<file path="config.mk">
export PLATFORM = sky130hd
export DESIGN_NAME = cphy_trio_clock_recovery
export DESIGN_NICKNAME = d
export VERILOG_FILES = /design/src/rtl/cphy_trio_clock_recovery.sv
export SDC_FILE = /design/constraint.sdc
export NUM_CORES = 1
export LEC_CHECK = 0
export ABC_AREA = 1
export BUFFER_PORTS_ARGS = -buffer_cell sky130_fd_sc_hd__buf_4
export CAP_MARGIN = 20
export CORE_UTILIZATION = 55
export CTS_BUF_LIST = sky130_fd_sc_hd__clkbuf_2 sky130_fd_sc_hd__clkbuf_4 sky130_fd_sc_hd__clkbuf_8
export CTS_CLUSTER_DIAMETER = 50
export CTS_CLUSTER_SIZE = 20
export DETAILED_ROUTE_END_ITERATION = 12
export PLACE_DENSITY = 0.8
export SETUP_SLACK_MARGIN = 0.15
export SLEW_MARGIN = 10
export SYNTH_ARGS = -nofsm -noshare
export SYNTH_HDL_FRONTEND = slang
export SYNTH_SLANG_ARGS = --single-unit
</file>
<file path="constraint.sdc">
create_clock -name Clk -period 2.31 [get_ports Clk]
set_input_delay 0.3465 -clock Clk [delete_from_list [all_inputs] [get_ports Clk]]
set_output_delay 0.3465 -clock Clk [all_outputs]
set_load 0.01 [all_outputs]
</file>
<file path="src/rtl/cphy_trio_clock_recovery.sv">
// Fully synchronous clock/data recovery for one C-PHY trio on an oversampling clock.
// Optional illegal-state checking is built only when CPHY_INVALID_CHECK_EN is defined.
module cphy_trio_clock_recovery #(
    parameter int unsigned SYNC_STAGES    = 2,
    parameter int unsigned SETTLE_CYCLES  = 2,
    parameter int unsigned HOLDOFF_CYCLES = 3,
    parameter int unsigned TIMEOUT_CYCLES = 64
) (
    input  logic        Clk,
    input  logic        RstN,
    input  logic        En,
    input  logic        A,
    input  logic        B,
    input  logic        C,
    output logic        SymValid,
    output logic [2:0]  SymState,
    output logic        OutClk,
    output logic        IdleFlag,
    output logic [15:0] SymCount,
    output logic        InvalidState,
    output logic [7:0]  ErrCount
);

    localparam int unsigned MaxA   = (SYNC_STAGES > SETTLE_CYCLES) ? SYNC_STAGES : SETTLE_CYCLES;
    localparam int unsigned MaxCnt = (MaxA > HOLDOFF_CYCLES) ? MaxA : HOLDOFF_CYCLES;
    localparam int unsigned CntW   = $clog2(MaxCnt + 1);
    localparam int unsigned IdleW  = $clog2(TIMEOUT_CYCLES + 1);

    typedef enum logic [1:0] {StInit, StIdle, StSettle, StHoldoff} state_e;

    state_e            stateQ, stateD;
    logic [CntW-1:0]   cntQ, cntD;
    logic [2:0]        refQ, refD;
    logic [IdleW-1:0]  idleCntQ;
    logic [SYNC_STAGES-1:0] syncA, syncB, syncC;
    logic [2:0]        syncState;
    logic              capture;
    logic              newSym;

    always_ff @(posedge Clk) begin
        if (!RstN) begin
            syncA <= '0;
            syncB <= '0;
            syncC <= '0;
        end else begin
            syncA <= {syncA[SYNC_STAGES-2:0], A};
            syncB <= {syncB[SYNC_STAGES-2:0], B};
            syncC <= {syncC[SYNC_STAGES-2:0], C};
        end
    end

    assign syncState = {syncA[SYNC_STAGES-1], syncB[SYNC_STAGES-1], syncC[SYNC_STAGES-1]};

    always_ff @(posedge Clk) begin
        if (!RstN) begin
            stateQ <= StInit;
            cntQ   <= CntW'(SYNC_STAGES);
            refQ   <= '0;
        end else begin
            stateQ <= stateD;
            cntQ   <= cntD;
            refQ   <= refD;
        end
    end

    always_comb begin
        stateD  = stateQ;
        cntD    = cntQ;
        refD    = refQ;
        capture = 1'b0;
        if (!En) begin
            stateD = StIdle;
            cntD   = '0;
            refD   = syncState;
        end else begin
            unique case (stateQ)
                StInit: begin
                    if (cntQ == '0) begin
                        refD   = syncState;
                        stateD = StIdle;
                    end else begin
                        cntD = cntQ - CntW'(1);
                    end
                end
                StIdle: begin
                    if (syncState != refQ) begin
                        stateD = StSettle;
                        cntD   = CntW'(SETTLE_CYCLES - 1);
                    end
                end
                StSettle: begin
                    // Later wire edges are absorbed here; the skewed symbol is sampled once.
                    if (cntQ == '0) begin
                        capture = 1'b1;
                        refD    = syncState;
                        if (HOLDOFF_CYCLES == 0) begin
                            stateD = StIdle;
                        end else begin
                            stateD = StHoldoff;
                            cntD   = CntW'(HOLDOFF_CYCLES - 1);
                        end
                    end else begin
                        cntD = cntQ - CntW'(1);
                    end
                end
                StHoldoff: begin
                    if (cntQ == '0) begin
                        stateD = StIdle;
                    end else begin
                        cntD = cntQ - CntW'(1);
                    end
                end
                default: stateD = StInit;
            endcase
        end
    end

    // A glitch that has already returned to the reference level is not a symbol.
    assign newSym = capture && (syncState != refQ);

    always_ff @(posedge Clk) begin
        if (!RstN) begin
            SymValid <= 1'b0;
            SymState <= '0;
            OutClk   <= 1'b0;
            SymCount <= '0;
            idleCntQ <= '0;
        end else begin
            SymValid <= newSym;
            if (newSym) begin
                SymState <= syncState;
                OutClk   <= ~OutClk;
                SymCount <= SymCount + 16'd1;
            end
            if (!En || newSym) begin
                idleCntQ <= '0;
            end else if (stateQ == StIdle && idleCntQ < IdleW'(TIMEOUT_CYCLES)) begin
                idleCntQ <= idleCntQ + IdleW'(1);
            end
        end
    end

    assign IdleFlag = (idleCntQ >= IdleW'(TIMEOUT_CYCLES));

`ifdef CPHY_INVALID_CHECK_EN
    logic illegal;
    assign illegal = (syncState == 3'b000) || (syncState == 3'b111);

    always_ff @(posedge Clk) begin
        if (!RstN) begin
            InvalidState <= 1'b0;
            ErrCount     <= '0;
        end else begin
            InvalidState <= newSym && illegal;
            if (newSym && illegal && ErrCount != 8'hFF) begin
                ErrCount <= ErrCount + 8'd1;
            end
        end
    end
`else
    assign InvalidState = 1'b0;
    assign ErrCount     = 8'h00;
`endif

endmodule

</file>
==> metrics.md, run 1 <==
| Metric | Value |
|---|---|
| Hold path depth | `3` |
| Relative slew margins | `0.6392` |
| Die W | `65.90 um` |
| Layout cells sized above 1 | `0.1917` |
| Core Box Area | `3799 um^2` |
| Syn Area/Cell | `7.175 um^2` |
| RR Endpoint | `SymCount[7]` |
| Switching share of power | `0.2809` |
| Status | `finished, final reports clean` |
| Cell Count, Final, Fillers Out | `387` |
| Crit path max fanout | `26` |
| Clock Skew | `0.007019 ns` |
| Fin area | `2496 um^2` |
| Via count | `1933` |
| CTS tree | `yes` |
| CP Capture Type | `register` |
| Crit-path slowest cell | `dfxtp_1` |
| Path type of the worst setup path | `reg2reg` |
| Pint | `1.081 mW` |
| I/O Buffers | `27` |
| P&R area growth vs syn | `11.14%` |
| First-pass DRT Iterations | `4` |
| Post-place setup slack | `0.5875 ns` |
| Final clock period utilization by the worst path | `0.7524` |
| Fillers | `344` |
| Hold Worst Slack | `0.2369 ns` |
| Largest net degree at the start of global routing | `27` |
| Hold EP | `syncA[0]` |
| Setup Fix Bufs, Post-CTS | `0` |
| # DRC | `0` |
| Vias in the first global route | `1617` |
| RD Place Congestion | `0.8624` |
| Worst-Margin Slew | `0.5406 ns` |
| Crit-path max cell delay | `0.33 ns` |
| Most frequent cells in the layout | `76 x nand2_1, 41 x dfxtp_1, 37 x inv_1, 33 x nor2_1, 27 x buf_4` |
| Root buffer cell | `clkbuf_8` |
| ANT cells | `0` |
| Cts bufs inserted | `5` |
| Wire length of the first global-routing pass | `6.865 mm` |
| R2r setup slk | `0.57 ns` |
| Unique cell type count in the Yosys netlist | `30` |
| GRT overflow | `0` |
| Cell Area, Placed | `2406 um^2` |
| Final wirelength | `4.133 mm` |
| Standard-cell row count | `22` |
| CTS Buffer Depth | `2` |
| Yosys reg bits | `41` |
| Cell Area, Synth | `2246 um^2` |
| Min cycle time layout | `1.738 ns` |
| Io pins | `37` |
| DRT iter0 DRCs | `109` |
| RSZ-0062 raised after global routing | `no` |
| Wire per inst | `10.68 um` |
| Worst-path clk slew | `0.07 ns` |
| Hold Crit Class | `in2reg` |
| Post-route ant nets | `0` |
| Switch Pwr | `422.1 uW` |
| Starting density of the core | `0.5912` |
| Maximum clock frequency | `0.5754 GHz` |
| Worst EP arrival | `1.96 ns` |
| Reg2reg path depth | `8` |
| CTS H-tree lvls | `2` |
| Worst path cell trace | `inv_1, ha_1, inv_1, nor3_4, nand2_4, inv_6, o21ai_0, a21oi_1` |
| Combinational fraction of design power | `0.177` |
| Power Total | `1.503 mW` |
| Clock share of power | `0.317` |
| CP Data Required Time | `2.53 ns` |
| Setup ws final | `0.5720 ns` |
| Number of gates resized after CTS | `0` |
| Setup-failing EPs final | `0` |
| Most common cell on crit path | `inv_1` |
| Pwr dens | `602.0 nW/um^2` |
| Yosys warning total | `0` |
| Cells after Synth | `313` |
| Post-DP HPWL | `2.979 mm` |
| Worst skew pair latency | `0.29 ns` |
| Hold Fails Final Rpt | `0` |
| Worst r2r src | `stateQ[0]` |
| P_leak | `1.072 nW` |
| Overall Global Routing Usage | `0.2073` |
| Utilization after layout | `0.6571` |
| Slew Viols, Final | `0` |
| Hold Crit Start | `A` |
| Vias per inst | `4.995` |
| Final setup TNS | `0 ns` |
| Post-CTS Hold Fix Bufs | `0` |
| Initial antenna violation count | `0` |
| Die height | `65.90 um` |
| Flop pwr share | `0.507` |
| CP Launch Type | `register` |
| Sequential area share after synthesis | `0.3655` |
| Inst Count DP | `380` |
| Clk sinks | `41` |
| Fin nets | `354` |
| Max_cap viols | `0` |
| Most common cell after layout, fill and taps aside | `nand2_1` |
| Maximum vdd drop | `406.0 uV` |
| DIE AREA | `4343 um^2` |
[how the worst max path moves through the flow]
stage	startpoint	to	slack [ns]	cells past startpoint
finish	stateQ[0]	SymCount[7]	0.57	8
global route	stateQ[0]	SymCount[7]	0.39	8
CTS	stateQ[0]	SymCount[7]	0.56	8
floorplan	stateQ[0]	SymCount[3]	0.86	8
detailed placement	stateQ[0]	SymCount[7]	0.59	8
global placement	stateQ[0]	SymCount[7]	0.65	8
[cell type report]
type | instances | area (um^2) | area share
inverter | 41 | 158.9 | 0.06366
sequential | 41 | 820.8 | 0.3288
multi-input combinational | 223 | 1164 | 0.4662
tap | 48 | 60.06 | 0.02406
clock buffer | 7 | 90.09 | 0.03609
timing repair buffer | 27 | 202.7 | 0.08120
[synthesized netlist by cell type]
library cell | number | share of area
nand2_1 | 76 | 0.13
dfxtp_1 | 41 | 0.37
inv_1 | 37 | 0.062
nor2_1 | 33 | 0.055
a21oi_1 | 16 | 0.036
nand3_1 | 15 | 0.033
o21ai_0 | 15 | 0.033
nand2_2 | 14 | 0.039
buf_4 | 9 | 0.030
ha_1 | 9 | 0.050
nand4_1 | 9 | 0.025
a21oi_2 | 8 | 0.031
clkbuf_1 | 4 | 0.0067
xor2_1 | 4 | 0.016
inv_2 | 3 | 0.0050
xnor2_1 | 3 | 0.012
buf_8 | 2 | 0.013
nand2_4 | 2 | 0.010
nor3b_1 | 2 | 0.0067
and2_1 | 1 | 0.0028
buf_12 | 1 | 0.0089
conb_1 | 1 | 0.0017
inv_6 | 1 | 0.0039
nor2_2 | 1 | 0.0028
nor2_4 | 1 | 0.0050
nor3_1 | 1 | 0.0022
nor3_4 | 1 | 0.0072
nor4_1 | 1 | 0.0028
o211ai_1 | 1 | 0.0033
o22ai_1 | 1 | 0.0028
[per-layer routing]
layer | share of wire | routed length (um) | GRT usage | vias up
met3 | 0.042 | 173 | 0.05000 | 10
met2 | 0.47 | 1959 | 0.3597 | 43
met4 | 0.020 | 84 | 0.09783 | 0
li1 | - | - | - | 1014
met5 | 0 | 0 | 0 | -
met1 | 0.46 | 1916 | 0.2359 | 866
[power groups by stage]
| stage | sequential (mW) | combinational (mW) | clock [mW] |
|---|---|---|---|
| 6_report | 0.761 | 0.265 | 0.476 |
| 5_1_grt | 0.765 | 0.303 | 0.517 |
| 4_1_cts | 0.761 | 0.267 | 0.493 |
| 3_5_place_dp | 0.777 | 0.264 | 0 |
| 3_3_place_gp | 0.776 | 0.257 | 0 |
| 2_1_floorplan | 0.774 | 0.223 | 0 |
[state kept, by name, indices dropped and copies added, names as in the netlist]
name,flops
OutClk,1
syncA,2
syncB,2
SymCount,16
SymValid,1
cntQ,2
idleCntQ,7
syncC,2
refQ,3
SymState,3
stateQ,2
[kinds of logic (layout without fill, tap and decap cells)]
kind of cell	count (synthesis)	count (layout)	synth area share
simple gates	157	157	0.3192
other cells	1	9	0.001670
flops	41	41	0.3655
xor+xnor	7	7	0.02730
compound gates	41	41	0.1064
buf+inv	57	75	0.1298
fa+ha+maj	9	9	0.05014
[critical path: cells and delay by family (launching register included)]
family	cells	cell delay [ns]
AO/OA/AOI/OAI	2	0.23
AND/OR/NAND/NOR	2	0.45
flip-flops	1	0.33
adder cells (fa/ha/maj)	1	0.23
buffers and inverters	3	0.42
Note: power is estimated with default switching activity, not from simulation.
==> inputs of run 2 (changes only) <==
--- a/config.mk
+++ b/config.mk
@@ -8,12 +8,12 @@
 export ABC_AREA = 1
 export BUFFER_PORTS_ARGS = -buffer_cell sky130_fd_sc_hd__buf_4
 export CAP_MARGIN = 20
-export CORE_UTILIZATION = 55
+export CORE_UTILIZATION = 53
 export CTS_BUF_LIST = sky130_fd_sc_hd__clkbuf_2 sky130_fd_sc_hd__clkbuf_4 sky130_fd_sc_hd__clkbuf_8
 export CTS_CLUSTER_DIAMETER = 50
 export CTS_CLUSTER_SIZE = 20
 export DETAILED_ROUTE_END_ITERATION = 12
-export PLACE_DENSITY = 0.8
+export PLACE_DENSITY = 0.81
 export SETUP_SLACK_MARGIN = 0.15
 export SLEW_MARGIN = 10
 export SYNTH_ARGS = -nofsm -noshare
==> constraint.sdc (replaced) <==
create_clock -name Clk -period 1.4 [get_ports Clk]
set_input_delay 0.21 -clock Clk [delete_from_list [all_inputs] [get_ports Clk]]
set_output_delay 0.21 -clock Clk [all_outputs]
set_load 0.01 [all_outputs]
==> run 2 against run 1 <==
Net effect:
- the flow now finishes with violations (negative setup slack)
- clock-buffer cell count is 2 lower
- clock power is 110% higher
- global-route usage increased by 4.5 points
- via count grew 15%
- routed wire length rose by 41%
- critical path depth shrank 2
- combinational power increased to 3.0 times the previous value
- largest power group unchanged
==> metrics.md, run 2 (synthesis results as in run 1) <==
| Metric | Value |
|---|---|
| Slew Viols, Final | `0 (unchanged)` |
| Most common cell after layout, fill and taps aside | `nand2_1` |
| Worst path cell trace | `inv_4, buf_4, ha_1, nor4_2, nand3_1, nand3_1` |
| Hold path depth | `3 (unchanged)` |
| Family with the most delay on the worst path | `simple AND/OR/NAND/NOR gates` |
| Worst skew pair latency | `0.31 ns (+0.02 ns)` |
| Register area | `839.6 um^2 (+2.3%)` |
| RR Endpoint | `cntQ[1]` |
| Root buffer cell | `clkbuf_8` |
| Maximum vdd drop | `911.0 uV (+120%)` |
| Cts bufs inserted | `5 (unchanged)` |
| Starting density of the core | `0.5575 (-0.03379)` |
| Hold Worst Slack | `0.08433 ns (-0.1526 ns)` |
| Reg2reg path depth | `6 (-2)` |
| Largest Register | `SymCount` |
| CP Launch Type | `register` |
| Fillers | `280 (-19%)` |
| Crit-path slowest cell | `dfxtp_2` |
| Crit-path max cell delay | `0.39 ns (+0.06 ns)` |
| Clk sinks | `41 (unchanged)` |
| Clock share of power | `0.324 (+0.007)` |
| First-pass DRT Iterations | `4 (unchanged)` |
| Power Total | `3.058 mW (+100%)` |
| I/O Buffers | `27 (unchanged)` |
| Core Box Area | `4029 um^2 (+6.1%)` |
| Most frequent cells in the layout | `67 x nand2_1, 54 x buf_4, 30 x dfxtp_1, 29 x inv_1, 26 x nor2_1` |
| Initial antenna violation count | `0 (unchanged)` |
| Hold EP | `syncC[0]` |
| Inst Count DP | `401 (+5.5%)` |
| CP Capture Type | `register` |
| P_leak | `1.294 nW (+21%)` |
| DRT iter0 DRCs | `186 (+71%)` |
| Standard-cell row count | `23 (+4.5%)` |
| Post-route ant nets | `0 (unchanged)` |
| Max_cap viols | `0 (unchanged)` |
| Vias per inst | `5.259 (+5.3%)` |
| CTS tree | `yes` |
| CTS H-tree lvls | `2 (unchanged)` |
| CTS Buffer Depth | `2 (unchanged)` |
| Via count | `2230 (+15%)` |
| Die W | `67.10 um (+1.8%)` |
| ANT cells | `0 (unchanged)` |
| Worst EP arrival | `1.72 ns (-0.24 ns)` |
| Pint | `2.107 mW (+95%)` |
| Post-place setup slack | `-0.02887 ns (-0.6164 ns)` |
| Io pins | `37 (unchanged)` |
| Hold Crit Start | `C` |
| Wire per inst | `13.78 um (+29%)` |
| # DRC | `0 (unchanged)` |
| Setup-failing EPs final | `18 (+18)` |
| Largest registers | `SymCount x16, idleCntQ x7` |
| Final wirelength | `5.843 mm (+41%)` |
| Combinational fraction of design power | `0.256 (+0.079)` |
| Switch Pwr | `950.3 uW (+130%)` |
| Min cycle time layout | `1.479 ns (-0.2586 ns)` |
| Pwr dens | `998.3 nW/um^2 (+66%)` |
| Clock Skew | `0.008389 ns (+0.001369 ns)` |
| RSZ-0062 raised after global routing | `yes` |
| Overall Global Routing Usage | `0.2526 (+0.04532)` |
| R2r setup slk | `-0.08 ns (-0.65 ns)` |
| Final clock period utilization by the worst path | `1.057 (+0.3043)` |
| Flop pwr share | `0.420 (-0.087)` |
| Hold Crit Class | `in2reg` |
| Most common cell on crit path | `nand3_1` |
| Worst-path clk slew | `0.08 ns (about the same)` |
| Crit path max fanout | `4 (-85%)` |
| DIE AREA | `4502 um^2 (+3.7%)` |
| Wire length of the first global-routing pass | `8.473 mm (+23%)` |
| Largest net degree at the start of global routing | `22 (-19%)` |
| Maximum clock frequency | `0.6760 GHz (+17%)` |
| Path type of the worst setup path | `reg2reg` |
| Hold Fails Final Rpt | `0 (unchanged)` |
| Multi-input gate area | `1390 um^2 (+19%)` |
| P&R area growth vs syn | `36.38%` |
| Fin nets | `388 (+9.6%)` |
| Vias in the first global route | `2000 (+24%)` |
| Post-DP HPWL | `3.348 mm (+12%)` |
| Die height | `67.10 um (+1.8%)` |
| GRT overflow | `0 (unchanged)` |
| Setup ws final | `-0.07935 ns (-0.6514 ns)` |
| RD Place Congestion | `0.8694 (+0.81%)` |
| Status | `complete, but fails checks` |
| Max reg flops | `16 (unchanged)` |
| Failing checks | `negative setup slack` |
| Layout cells sized above 1 | `0.4198 (+0.2280)` |
| CP Data Required Time | `1.64 ns (-0.89 ns)` |
| Switching share of power | `0.3108 (+0.02990)` |
| Buf/Inv on CP | `2 (-1)` |
| Cell Count, Final, Fillers Out | `424 (+9.6%)` |
| Worst r2r src | `stateQ[1]` |
==> run 2: changes by cell type in the layout (fill, tap and decap cells not counted), moves of 7 or more <==
cell	before	now
buf_4	27	54
dfxtp_1	41	30
dfxtp_2	0	9
inv_1	37	29
nand2_1	76	67
nand2_2	14	24
nor2_1	33	26
o21ai_0	15	6
==> run 2: routing by layer <==
layer,wire length [um],track usage,vias to the layer above
met2,2893,0.4275,96
met4,123,0.1037,0
li1,-,-,1086
met5,0,0,-
met3,352,0.06678,18
met1,2474,0.2974,1030
==> run 2: how the worst max path moves through the flow <==
stage                     startpoint           end  cells past startpoint
after CTS                    cntQ[0]   SymCount[7]                      8
after global routing       stateQ[1]   idleCntQ[5]                      8
final                      stateQ[1]       cntQ[1]                      6
after global placement      syncC[1]  SymCount[12]                      9
after detailed placement    syncC[1]   idleCntQ[5]                      9
after floorplan              cntQ[1]   SymCount[4]                      9
==> run 2: power groups by stage <==
stage	logic, mW	registers, mW	clock network, mW
final	0.784	1.28	0.991
after floorplan	0.400	1.29	0
after detailed placement	0.514	1.29	0
after global routing	0.841	1.29	1.05
after global placement	0.501	1.29	0
after CTS	0.627	1.27	1.00
==> run 2: area by class of cell <==
cell class	count	share of cell area
Clock inverter	3	0.01511
Sequential cell	41	0.2741
Multi-Input combinational cell	224	0.4538
Tap cell	50	0.02042
Inverter	41	0.05678
Timing Repair Buffer	60	0.1573
Clock buffer	5	0.02247
==> run 2: metrics by stage <==
stage / utilization / TNS, ns / area, um^2
after floorplan: - / 0 / 2325
after global placement: 0.6484 / 0 / 2613
after detailed placement: 0.6484 / -0.02887 / 2613
after CTS: 0.7239 / 0 / 2917
after global routing: 0.7602 / -2.208 / 3063
final: 0.7602 / -0.4341 / 3063
==> run 2: timing repair <==
| action | in CTS | in global routing |
|---|---|---|
| setup buffers | 8 | 6 |
| setup endpoints to repair | 33 | 35 |
| hold endpoints to repair | 0 | 0 |
| gates resized for setup | 31 | 35 |
| gates cloned | 1 | 0 |
| hold buffers | 0 | 0 |
| pin swaps | 7 | 6 |
==> run 2: worst min-delay path: stages <==
cell and delay [ns]:
buf_4 0.07, nand2_1 0.04, inv_1 0.04
